$ cat src/rtl/seg7_pkg.sv
// Shared types and constants for the seg7 scan controller slice.
package seg7_pkg;

  localparam int unsigned NIBBLE_W   = 4;
  localparam int unsigned MAX_DIGITS = 8;

  typedef enum logic [1:0] {
    ST_IDLE  = 2'd0,
    ST_SHOW  = 2'd1,
    ST_BLANK = 2'd2
  } state_e;

  // Active-low anodes: all ones means every digit is dark.
  function automatic logic [MAX_DIGITS-1:0] all_off();
    return '1;
  endfunction

endpackage

$ cat src/rtl/seg7_slot_timer.sv
// Slot down-counter: loaded with (cycles-1), slot_end_o is high on the final cycle of the slot.
module seg7_slot_timer #(
  parameter int unsigned CNT_W = 16
) (
  input  logic             clk,
  input  logic             rst,
  input  logic             load_i,
  input  logic [CNT_W-1:0] load_val_i,
  output logic             slot_end_o
);

  logic [CNT_W-1:0] cnt_q, cnt_d;

  always_comb begin
    cnt_d = cnt_q;
    if (load_i) begin
      cnt_d = load_val_i;
    end else if (cnt_q != '0) begin
      cnt_d = cnt_q - CNT_W'(1);
    end
  end

  always_ff @(posedge clk or posedge rst) begin
    if (rst) begin
      cnt_q <= '0;
    end else begin
      cnt_q <= cnt_d;
    end
  end

  assign slot_end_o = (cnt_q == '0);

endmodule

$ cat src/rtl/seg7_scan_ctrl.sv
// Time-multiplexed 7-segment scan controller with frame-aligned display updates.
// Optional leading-zero suppression is compiled in with SEG7_LZ_SUPPRESS_EN.
module seg7_scan_ctrl
  import seg7_pkg::*;
#(
  parameter int unsigned NUM_DIGITS   = 4,
  parameter int unsigned DIGIT_CYCLES = 50000,
  parameter int unsigned BLANK_CYCLES = 500
) (
  input  logic                           clk,
  input  logic                           rst,
  input  logic                           enable,
  input  logic                           load_valid,
  input  logic [NIBBLE_W*NUM_DIGITS-1:0] load_data,
  output logic                           load_ready,
  input  logic [NUM_DIGITS-1:0]          blank_mask,
  output logic [NIBBLE_W-1:0]            nibble,
  output logic [NUM_DIGITS-1:0]          digit_en_n,
  output logic                           frame_done
);

  localparam int unsigned IDX_W   = $clog2(NUM_DIGITS);
  localparam int unsigned MAX_CYC = (DIGIT_CYCLES > BLANK_CYCLES) ? DIGIT_CYCLES : BLANK_CYCLES;
  localparam int unsigned CNT_W   = (MAX_CYC > 1) ? $clog2(MAX_CYC) : 1;

  localparam logic [CNT_W-1:0]      DIGIT_LOAD = CNT_W'(DIGIT_CYCLES - 1);
  localparam logic [CNT_W-1:0]      BLANK_LOAD = CNT_W'((BLANK_CYCLES > 0) ? BLANK_CYCLES - 1 : 0);
  localparam logic [IDX_W-1:0]      LAST_IDX   = IDX_W'(NUM_DIGITS - 1);
  localparam logic [MAX_DIGITS-1:0] ALL_OFF_W  = all_off();
  localparam logic [NUM_DIGITS-1:0] ALL_OFF    = ALL_OFF_W[NUM_DIGITS-1:0];

  state_e                                   state_q, state_d;
  logic [IDX_W-1:0]                         idx_q, idx_d, idx_next;
  logic [NUM_DIGITS-1:0][NIBBLE_W-1:0]      shadow_q, shadow_d;
  logic [NUM_DIGITS-1:0][NIBBLE_W-1:0]      staging_q, staging_d;
  logic                                     pending_q, pending_d;
  logic                                     tmr_load, slot_end, frame_end;
  logic [CNT_W-1:0]                         tmr_val;
  logic [NUM_DIGITS-1:0]                    lz_dark, dark;

  seg7_slot_timer #(
    .CNT_W (CNT_W)
  ) u_timer (
    .clk        (clk),
    .rst        (rst),
    .load_i     (tmr_load),
    .load_val_i (tmr_val),
    .slot_end_o (slot_end)
  );

  assign idx_next = (idx_q == LAST_IDX) ? '0 : idx_q + IDX_W'(1);

  always_comb begin
    state_d   = state_q;
    idx_d     = idx_q;
    tmr_load  = 1'b0;
    tmr_val   = '0;
    frame_end = 1'b0;
    unique case (state_q)
      ST_IDLE: begin
        if (enable) begin
          state_d  = ST_SHOW;
          idx_d    = '0;
          tmr_load = 1'b1;
          tmr_val  = DIGIT_LOAD;
        end
      end
      ST_SHOW: begin
        if (!enable) begin
          state_d  = ST_IDLE;
          idx_d    = '0;
          tmr_load = 1'b1;
        end else if (slot_end) begin
          tmr_load = 1'b1;
          if (BLANK_CYCLES > 0) begin
            state_d = ST_BLANK;
            tmr_val = BLANK_LOAD;
          end else begin
            // Without a blanking gap the slot ends here, so the frame does too.
            state_d   = ST_SHOW;
            idx_d     = idx_next;
            tmr_val   = DIGIT_LOAD;
            frame_end = (idx_q == LAST_IDX);
          end
        end
      end
      ST_BLANK: begin
        if (!enable) begin
          state_d  = ST_IDLE;
          idx_d    = '0;
          tmr_load = 1'b1;
        end else if (slot_end) begin
          state_d   = ST_SHOW;
          idx_d     = idx_next;
          tmr_load  = 1'b1;
          tmr_val   = DIGIT_LOAD;
          frame_end = (idx_q == LAST_IDX);
        end
      end
      default: begin
        state_d = ST_IDLE;
        idx_d   = '0;
      end
    endcase
  end

  // Copy uses pending_q, so a word accepted on the boundary cycle waits a full frame.
  always_comb begin
    shadow_d  = shadow_q;
    staging_d = staging_q;
    pending_d = pending_q;
    if (pending_q && (frame_end || (state_q == ST_IDLE))) begin
      shadow_d  = staging_q;
      pending_d = 1'b0;
    end
    if (load_valid && !pending_q) begin
      staging_d = load_data;
      pending_d = 1'b1;
    end
  end

  always_ff @(posedge clk or posedge rst) begin
    if (rst) begin
      state_q   <= ST_IDLE;
      idx_q     <= '0;
      shadow_q  <= '0;
      staging_q <= '0;
      pending_q <= 1'b0;
    end else begin
      state_q   <= state_d;
      idx_q     <= idx_d;
      shadow_q  <= shadow_d;
      staging_q <= staging_d;
      pending_q <= pending_d;
    end
  end

`ifdef SEG7_LZ_SUPPRESS_EN
  always_comb begin
    logic zero_above;
    zero_above = 1'b1;
    lz_dark    = '0;
    for (int unsigned i = NUM_DIGITS - 1; i > 0; i--) begin
      zero_above = zero_above & (shadow_q[i] == '0);
      lz_dark[i] = zero_above;
    end
  end
`else
  always_comb begin
    lz_dark = '0;
  end
`endif

  assign dark = blank_mask | lz_dark;

  always_comb begin
    digit_en_n = ALL_OFF;
    if ((state_q == ST_SHOW) && !dark[idx_q]) begin
      digit_en_n[idx_q] = 1'b0;
    end
  end

  assign nibble     = (state_q == ST_IDLE) ? '0 : shadow_q[idx_q];
  assign load_ready = ~pending_q;
  assign frame_done = frame_end;

endmodule

$ cat config.mk
export PLATFORM = sky130hd
export DESIGN_NAME = seg7_scan_ctrl
export DESIGN_NICKNAME = d
export VERILOG_FILES = /design/src/rtl/seg7_pkg.sv /design/src/rtl/seg7_slot_timer.sv /design/src/rtl/seg7_scan_ctrl.sv
export SDC_FILE = /design/constraint.sdc
export NUM_CORES = 1
export LEC_CHECK = 0
export CORE_MARGIN = 8
export CORE_UTILIZATION = 30
export DETAILED_ROUTE_END_ITERATION = 6
export PLACE_DENSITY = 0.59
export SLEW_MARGIN = 20
export SYNTH_ARGS = -nofsm -noshare
export SYNTH_HDL_FRONTEND = slang
export SYNTH_SLANG_ARGS = --single-unit
$ cat constraint.sdc
create_clock -name clk -period 2.5 [get_ports clk]
set_input_delay 0.5 -clock clk [delete_from_list [all_inputs] [get_ports clk]]
set_output_delay 0.5 -clock clk [all_outputs]
set_load 0.05 [all_outputs]
## After elaboration in Yosys (flattened, before gate mapping)

Index checks and enable logic that the tools add are counted.

| word-level totals | value |
|---|---|
| input port bits | 24 |
| latch bits | 0 |
| word-level logic and storage cells | 77 |
| bits in read-only memories | 0 |
| bits in writable memories | 0 |
| memories | 0 |
| output and inout port bits | 10 |
| bits in registers | 53 |

| operators by class | value |
|---|---|
| shift-type cells | 0 |
| add/sub/neg operators | 2 |
| div/mod/pow operators | 0 |
| $lt $le $gt $ge | 2 |
| bitwise operators | 2 |
| muxes and demuxes | 37 |
| multipliers | 0 |
| reduce and logical (&&, ||, !) cells | 15 |
| equal/unequal tests | 7 |

Operators by type and width:

| kind | count |
|---|---|
| two-way mux 16 bit | 5 |
| case mux 16 bit (3 select lines) | 1 |
| two-way mux 2 bit | 10 |
| two-way mux 9 bit | 2 |
| zero test 16 bit | 1 |
| nonzero test 16 bit | 1 |
| subtractor 16 x 1 -> 16 bit, second input constant | 1 |
| two-way mux 4 bit | 3 |
| case mux 2 bit (3 select lines) | 2 |
| two-way mux 1 bit | 10 |
| binary-select mux 4 bit (select 2 bit) | 1 |
| inequality test 3 bit, second input constant | 2 |
| AND reduction 3 bit | 2 |
| equality test 2 bit, second input constant | 2 |
| logical AND 1 bit | 4 |
| inequality test 2 bit, second input constant | 2 |
| NOT 4 bit | 1 |
| nonzero test 2 bit | 2 |
| less-than comparator 2 x 3 -> 1 bit, second input constant | 1 |
| adder 2 x 1 -> 2 bit, second input constant | 1 |
| binary-select mux 1 bit (select 2 bit) | 1 |
| demux 1 bit (select 2 bit) | 1 |
| equality test 2 x 1 -> 1 bit, second input constant | 1 |
| greater-or-equal comparator 2 x 1 -> 1 bit, second input constant | 1 |
| other kinds (6) | 7 |

## Logic depth before layout (Yosys ltp)

| depth | value |
|---|---|
| word-level depth | 8 |
| mapped depth | 8 |
| mapped depth without buffers | 6 |

## Cells and area by module

Synthesis repeated with hierarchy kept, for this count alone.

| second synthesis, totals | value |
|---|---|
| cell total of the unflattened synthesis | 236 |
| area, all modules | 2,832.7 um2 |

By module, submodules not included:

| module | cells each | sequential area each (um2) | area each (um2) | times used |
|---|---|---|---|---|
| seg7_scan_ctrl | 134 | 925.9 | 1,839.3 | 1 |
| seg7_slot_timer | 102 | 400.4 | 993.5 | 1 |

## Least setup slack after synthesis

OpenSTA, ideal clock, no wires.

| path | value |
|---|---|
| path type | reg-to-output |
| start | register u_timer.cnt_q[4] |
| end | output port frame_done |
| stages on the path, launching flop included | 6 |
| arrival time | 1.995 ns |
| slack | 0.005 ns |
| required time | 2.000 ns |
| buffers on the path | 1 |
| cells stage by stage | dfrtp_1 > or4_4 > buf_6 > nor2_1 > nand3_1 > nor2_1 |

| on the way | value |
|---|---|
| cells in the longest elaborated chain, start to end | 4 |

Ends and longest elaborated chain:

| element | RTL line | source |
|---|---|---|
| from (decl) | seg7_slot_timer.sv:12 | `logic [CNT_W-1:0] cnt_q, cnt_d;` |
| from (signal assigned) | seg7_slot_timer.sv:27 | `cnt_q <= cnt_d;` |
| zero test 16 bit | seg7_slot_timer.sv:31 | `assign slot_end_o = (cnt_q == '0);` |
| two-way mux 1 bit | seg7_scan_ctrl.sv:92 | `end else if (slot_end) begin` |
| two-way mux 1 bit | seg7_scan_ctrl.sv:88 | `if (!enable) begin` |
| two-way mux 1 bit | - |  |
| to (decl) | seg7_scan_ctrl.sv:19 | `output logic frame_done` |

No other way between the ends.

## Worst setup path after layout

| path | value |
|---|---|
| start | register u_timer.cnt_q[0] |
| end | register u_timer.cnt_q[5] |

| on the way | value |
|---|---|
| cells in the longest elaborated chain, start to end | 5 |
| elaborated cells between the ends (all ways) | 12 |
| those cells by class | add/sub: 1; mux: 8; reduce/logical: 3 |

Ends and longest elaborated chain:

| element |
|---|
| branches (longest 5 deep; another with subtractor 16 x 1 -> 16 bit) |

Parallel ways; which one is timed is not known. The select of a mux whose other input is x is not followed.
A chain may end at the register's enable or synchronous reset.

==> flow_metrics.env <==
export IMPL_remaining_antenna_violation_count=0
export IMPL_gr_usage_all_layers_pct=10.6
export IMPL_floorplan_initialDensity_pct=30.4
export IMPL_post_dp_hpwl_microns=5400
export IMPL_timing_hold_worst_class="register to register"
export IMPL_p_leak_nw=1.50
export IMPL_crit_slowest_cell="sky130_fd_sc_hd__or4_4"
export IMPL_grt_pass1_wl_microns=12500
export IMPL_area_growth_pct=21.3
export IMPL_finalSetupViolations=0
export IMPL_yosysWarnings=0
export IMPL_worst_slew_pin_transition_ns=0.491
export IMPL_layout_cell_area_non_filler_sq_um=3750
export IMPL_final_max_slew_violation_count=0
export IMPL_critical_path_buf_inv_count=1
export IMPL_first_global_vias=2581
export IMPL_critical_path_max_fanout=26
export IMPL_n_antenna_cell=0
export IMPL_wl_microns=7380
export IMPL_io_pins=34
export IMPL_yosys_register_bits=53
export IMPL_fmax_ghz=0.415
export IMPL_antenna_violations_before_repair=0
export IMPL_clkLatencyLatePin_ns=0.31
export IMPL_total_cts_buffers=5
export IMPL_drt_pre_antenna_iters=4
export IMPL_synth_ff_type="sky130_fd_sc_hd__dfrtp_1"
export IMPL_place_congestion=0.846
export IMPL_num_nets_final=394
export IMPL_worst_setup_path_end_kind="register"
export IMPL_synth_area_per_cell_sq_um=9.64
export IMPL_num_rows=37
export IMPL_cellPowerDensity_nw_per_um2=1220
export IMPL_drive_gt1_share_pct=19.7
export IMPL_cts_clk_slew_worst_paths_ns=0.10
export IMPL_dr_total_vias=2522
export IMPL_totalNegativeSetupSlack_ns=0
export IMPL_postSynthNetCount=355
export IMPL_critical_path_class="register to register"
export IMPL_die_x_microns=118
export IMPL_wl_per_cell_microns=14.8
export IMPL_postSynthCellCount=321
export IMPL_dr_first_iter_drc_count=93
export IMPL_arrival_ns=2.65
export IMPL_grt_start_max_net_pins=32
export IMPL_clock_path_buffers=2
export IMPL_seq_area_frac_synth_pct=42.9
export IMPL_fillerInstances=1063
export IMPL_crit_required_ns=2.74
export IMPL_top_family_by_delay_on_critical_path="simple AND/OR/NAND/NOR gates"
export IMPL_crit_start="u_timer.cnt_q[0]$_DFFE_PP0P_"
export IMPL_die_height_microns=118
export IMPL_route_detailed_vias_per_inst=5.07
export IMPL_floorplan_core_area_sq_um=10200
export IMPL_finalClockSkew_ns=0.00976
export IMPL_cap_violations=0
export IMPL_cpPeakStageDelay_ns=0.61
export IMPL_timing_max_slew_rel_slack_pct=67.0
export IMPL_min_from="staging_q[12]$_DFFE_PP0P_"
export IMPL_dpl_cell_area_sq_um=3630
export IMPL_synth_edf_count=0
export IMPL_timing_hold_violations_final=0
export IMPL_cts_post_setup_buffers_inserted=0
export IMPL_clock_sink_count=53
export IMPL_clock_root_buffer="sky130_fd_sc_hd__clkbuf_8"
export IMPL_tritoncts="built"
export IMPL_critical_path_cell_by_cell="inv_1 > ha_1 > or4b_1 > or4_4 > or3_4 > o21ai_1"
export IMPL_whs_ns=0.521
export IMPL_outcome="completed"
export IMPL_mappedNetlistArea_sq_um=3090
export IMPL_port_buffers=33
export IMPL_design_die_area_sq_um=13800
export IMPL_grt_setup_unrepaired="false"
export IMPL_cts_htree_levels=2
export IMPL_drc=0
export IMPL_final_util_pct=36.9
export IMPL_peakVddDrop_uv=515
export IMPL_layout_min_cycle_time_ns=2.41
export IMPL_worst_setup_path_start_kind="register"
export IMPL_grt_ovfl_total=0
export IMPL_fin_crit_sh_pct=96.3
export IMPL_yosys_cell_types_count=45
export IMPL_worst_r2r_startpoint="u_timer.cnt_q[0]$_DFFE_PP0P_"
export IMPL_async_flop_share_pct=100
## placed cells by master, fill, tap and decap left out, types with 3 or more instances in the layout
| cell type | instances |
|---|---|
| sky130_fd_sc_hd__dfrtp_1 | 53 |
| sky130_fd_sc_hd__nand2_1 | 45 |
| sky130_fd_sc_hd__buf_4 | 27 |
| sky130_fd_sc_hd__o21ai_0 | 26 |
| sky130_fd_sc_hd__clkdlybuf4s50_1 | 23 |
| sky130_fd_sc_hd__nor2b_1 | 22 |
| sky130_fd_sc_hd__mux2_2 | 18 |
| sky130_fd_sc_hd__o211ai_1 | 16 |
| sky130_fd_sc_hd__nor2_1 | 14 |
| sky130_fd_sc_hd__a21oi_1 | 12 |
| sky130_fd_sc_hd__ha_1 | 10 |
| sky130_fd_sc_hd__inv_1 | 8 |
| sky130_fd_sc_hd__nor4_1 | 6 |
| sky130_fd_sc_hd__xor2_1 | 6 |
| sky130_fd_sc_hd__o22ai_1 | 5 |
| sky130_fd_sc_hd__nand4_1 | 5 |
| sky130_fd_sc_hd__mux4_2 | 5 |
| sky130_fd_sc_hd__clkbuf_8 | 5 |
| sky130_fd_sc_hd__nor3_1 | 4 |
| sky130_fd_sc_hd__nand4b_1 | 4 |
| sky130_fd_sc_hd__or3_1 | 3 |
| sky130_fd_sc_hd__a21o_1 | 3 |
| sky130_fd_sc_hd__a31oi_1 | 3 |
## routing by layer
layer | global-route usage, % | share of wire, %
met2 | 17.8 | 47
met1 | 13.1 | 46
met4 | 3.84 | 1.8
met5 | 0 | 0
met3 | 2.45 | 4.3
## logic make-up after synthesis
group / synth area share, %
muxes: 10.5
adders and majority gates: 4.04
xor gates and xnor gates: 2.26
and+or+nand+nor: 20.5
AOI/OAI and AO/OA: 15.2
DFF: 42.9
buffers and inverters: 4.69
## state kept, by name, indices dropped and copies added, names as in the netlist
signal and count:
staging_q 16, u_timer.cnt_q 16, shadow_q 16, idx_q 2, pending_q 1, state_q 2
## worst register-to-register path: stages, from the launching register on
cell	delay (ns)
sky130_fd_sc_hd__dfrtp_1	0.43
sky130_fd_sc_hd__inv_1	0.10
sky130_fd_sc_hd__ha_1	0.19
sky130_fd_sc_hd__or4b_1	0.53
sky130_fd_sc_hd__or4_4	0.61
sky130_fd_sc_hd__or3_4	0.40
sky130_fd_sc_hd__o21ai_1	0.08
## per-stage QoR
step / setup slack, ns / instances / power, mW
final: 0.0929 / 497 / 4.57
after global routing: 0.00798 / 497 / 4.93
after CTS: 0.00521 / 497 / 4.58
after detailed placement: 0.130 / 489 / 3.94
after global placement: 0.172 / 489 / 3.88
after floorplan: 0.00451 / 321 / 3.28
## worst paths after layout
path / cells past startpoint / slack (ns) / to
max in group asynchronous: 3 / 1.42 / shadow_q[1]$_DFFE_PP0P_
setup / recovery: 6 / 0.09 / u_timer.cnt_q[5]$_DFFE_PP0P_
hold reg to reg: 1 / 0.52 / staging_q[12]$_DFFE_PP0P_
setup reg to reg: 6 / 0.09 / u_timer.cnt_q[5]$_DFFE_PP0P_
hold / removal: 1 / 0.52 / staging_q[12]$_DFFE_PP0P_
min in group asynchronous: 2 / 0.53 / staging_q[10]$_DFFE_PP0P_
## cell usage after synthesis, types with 3 or more instances
cell type | instances | share of area [%]
sky130_fd_sc_hd__nor2_1 | 16 | 1.9
sky130_fd_sc_hd__mux2_2 | 18 | 6.6
sky130_fd_sc_hd__nor3_1 | 4 | 0.65
sky130_fd_sc_hd__dfrtp_1 | 53 | 43
sky130_fd_sc_hd__o211ai_1 | 16 | 3.9
sky130_fd_sc_hd__nand4_1 | 5 | 1.0
sky130_fd_sc_hd__or3_1 | 3 | 0.61
sky130_fd_sc_hd__a21oi_1 | 12 | 1.9
sky130_fd_sc_hd__o21ai_0 | 26 | 4.2
sky130_fd_sc_hd__mux4_2 | 5 | 3.6
sky130_fd_sc_hd__buf_6 | 4 | 1.5
sky130_fd_sc_hd__nand2_1 | 45 | 5.5
sky130_fd_sc_hd__nor2b_1 | 22 | 4.4
sky130_fd_sc_hd__a21o_1 | 3 | 0.73
sky130_fd_sc_hd__nand4b_1 | 4 | 1.1
sky130_fd_sc_hd__a31oi_1 | 3 | 0.61
sky130_fd_sc_hd__ha_1 | 10 | 4.0
sky130_fd_sc_hd__inv_1 | 9 | 1.1
sky130_fd_sc_hd__o22ai_1 | 5 | 1.0
sky130_fd_sc_hd__xor2_1 | 6 | 1.7
sky130_fd_sc_hd__clkbuf_1 | 14 | 1.7
sky130_fd_sc_hd__nor4_1 | 6 | 1.2
## layout make-up
class | instances | area (sq um) | share of cell area (%)
multi-input cells | 238 | 1630 | 43.4
inverters | 10 | 37.5 | 1.00
clock buffers | 5 | 68.8 | 1.83
clock inverters | 3 | 50.0 | 1.33
well taps | 136 | 170 | 4.53
repair buffers | 52 | 473 | 12.6
flip-flops and latches | 53 | 1330 | 35.3
## report_power, final
group          internal (mW)  total [mW]  switching [mW]
combinational           1.03        2.34            1.31
clock                  0.308       0.629           0.321
sequential              1.26        1.60           0.339
## repair_timing
action | in CTS | in global routing
gates resized for setup | 0 | 2
hold buffers | 0 | 0
endpoints found under the setup margin | 0 | 1
(Power assumes the default switching activity.)
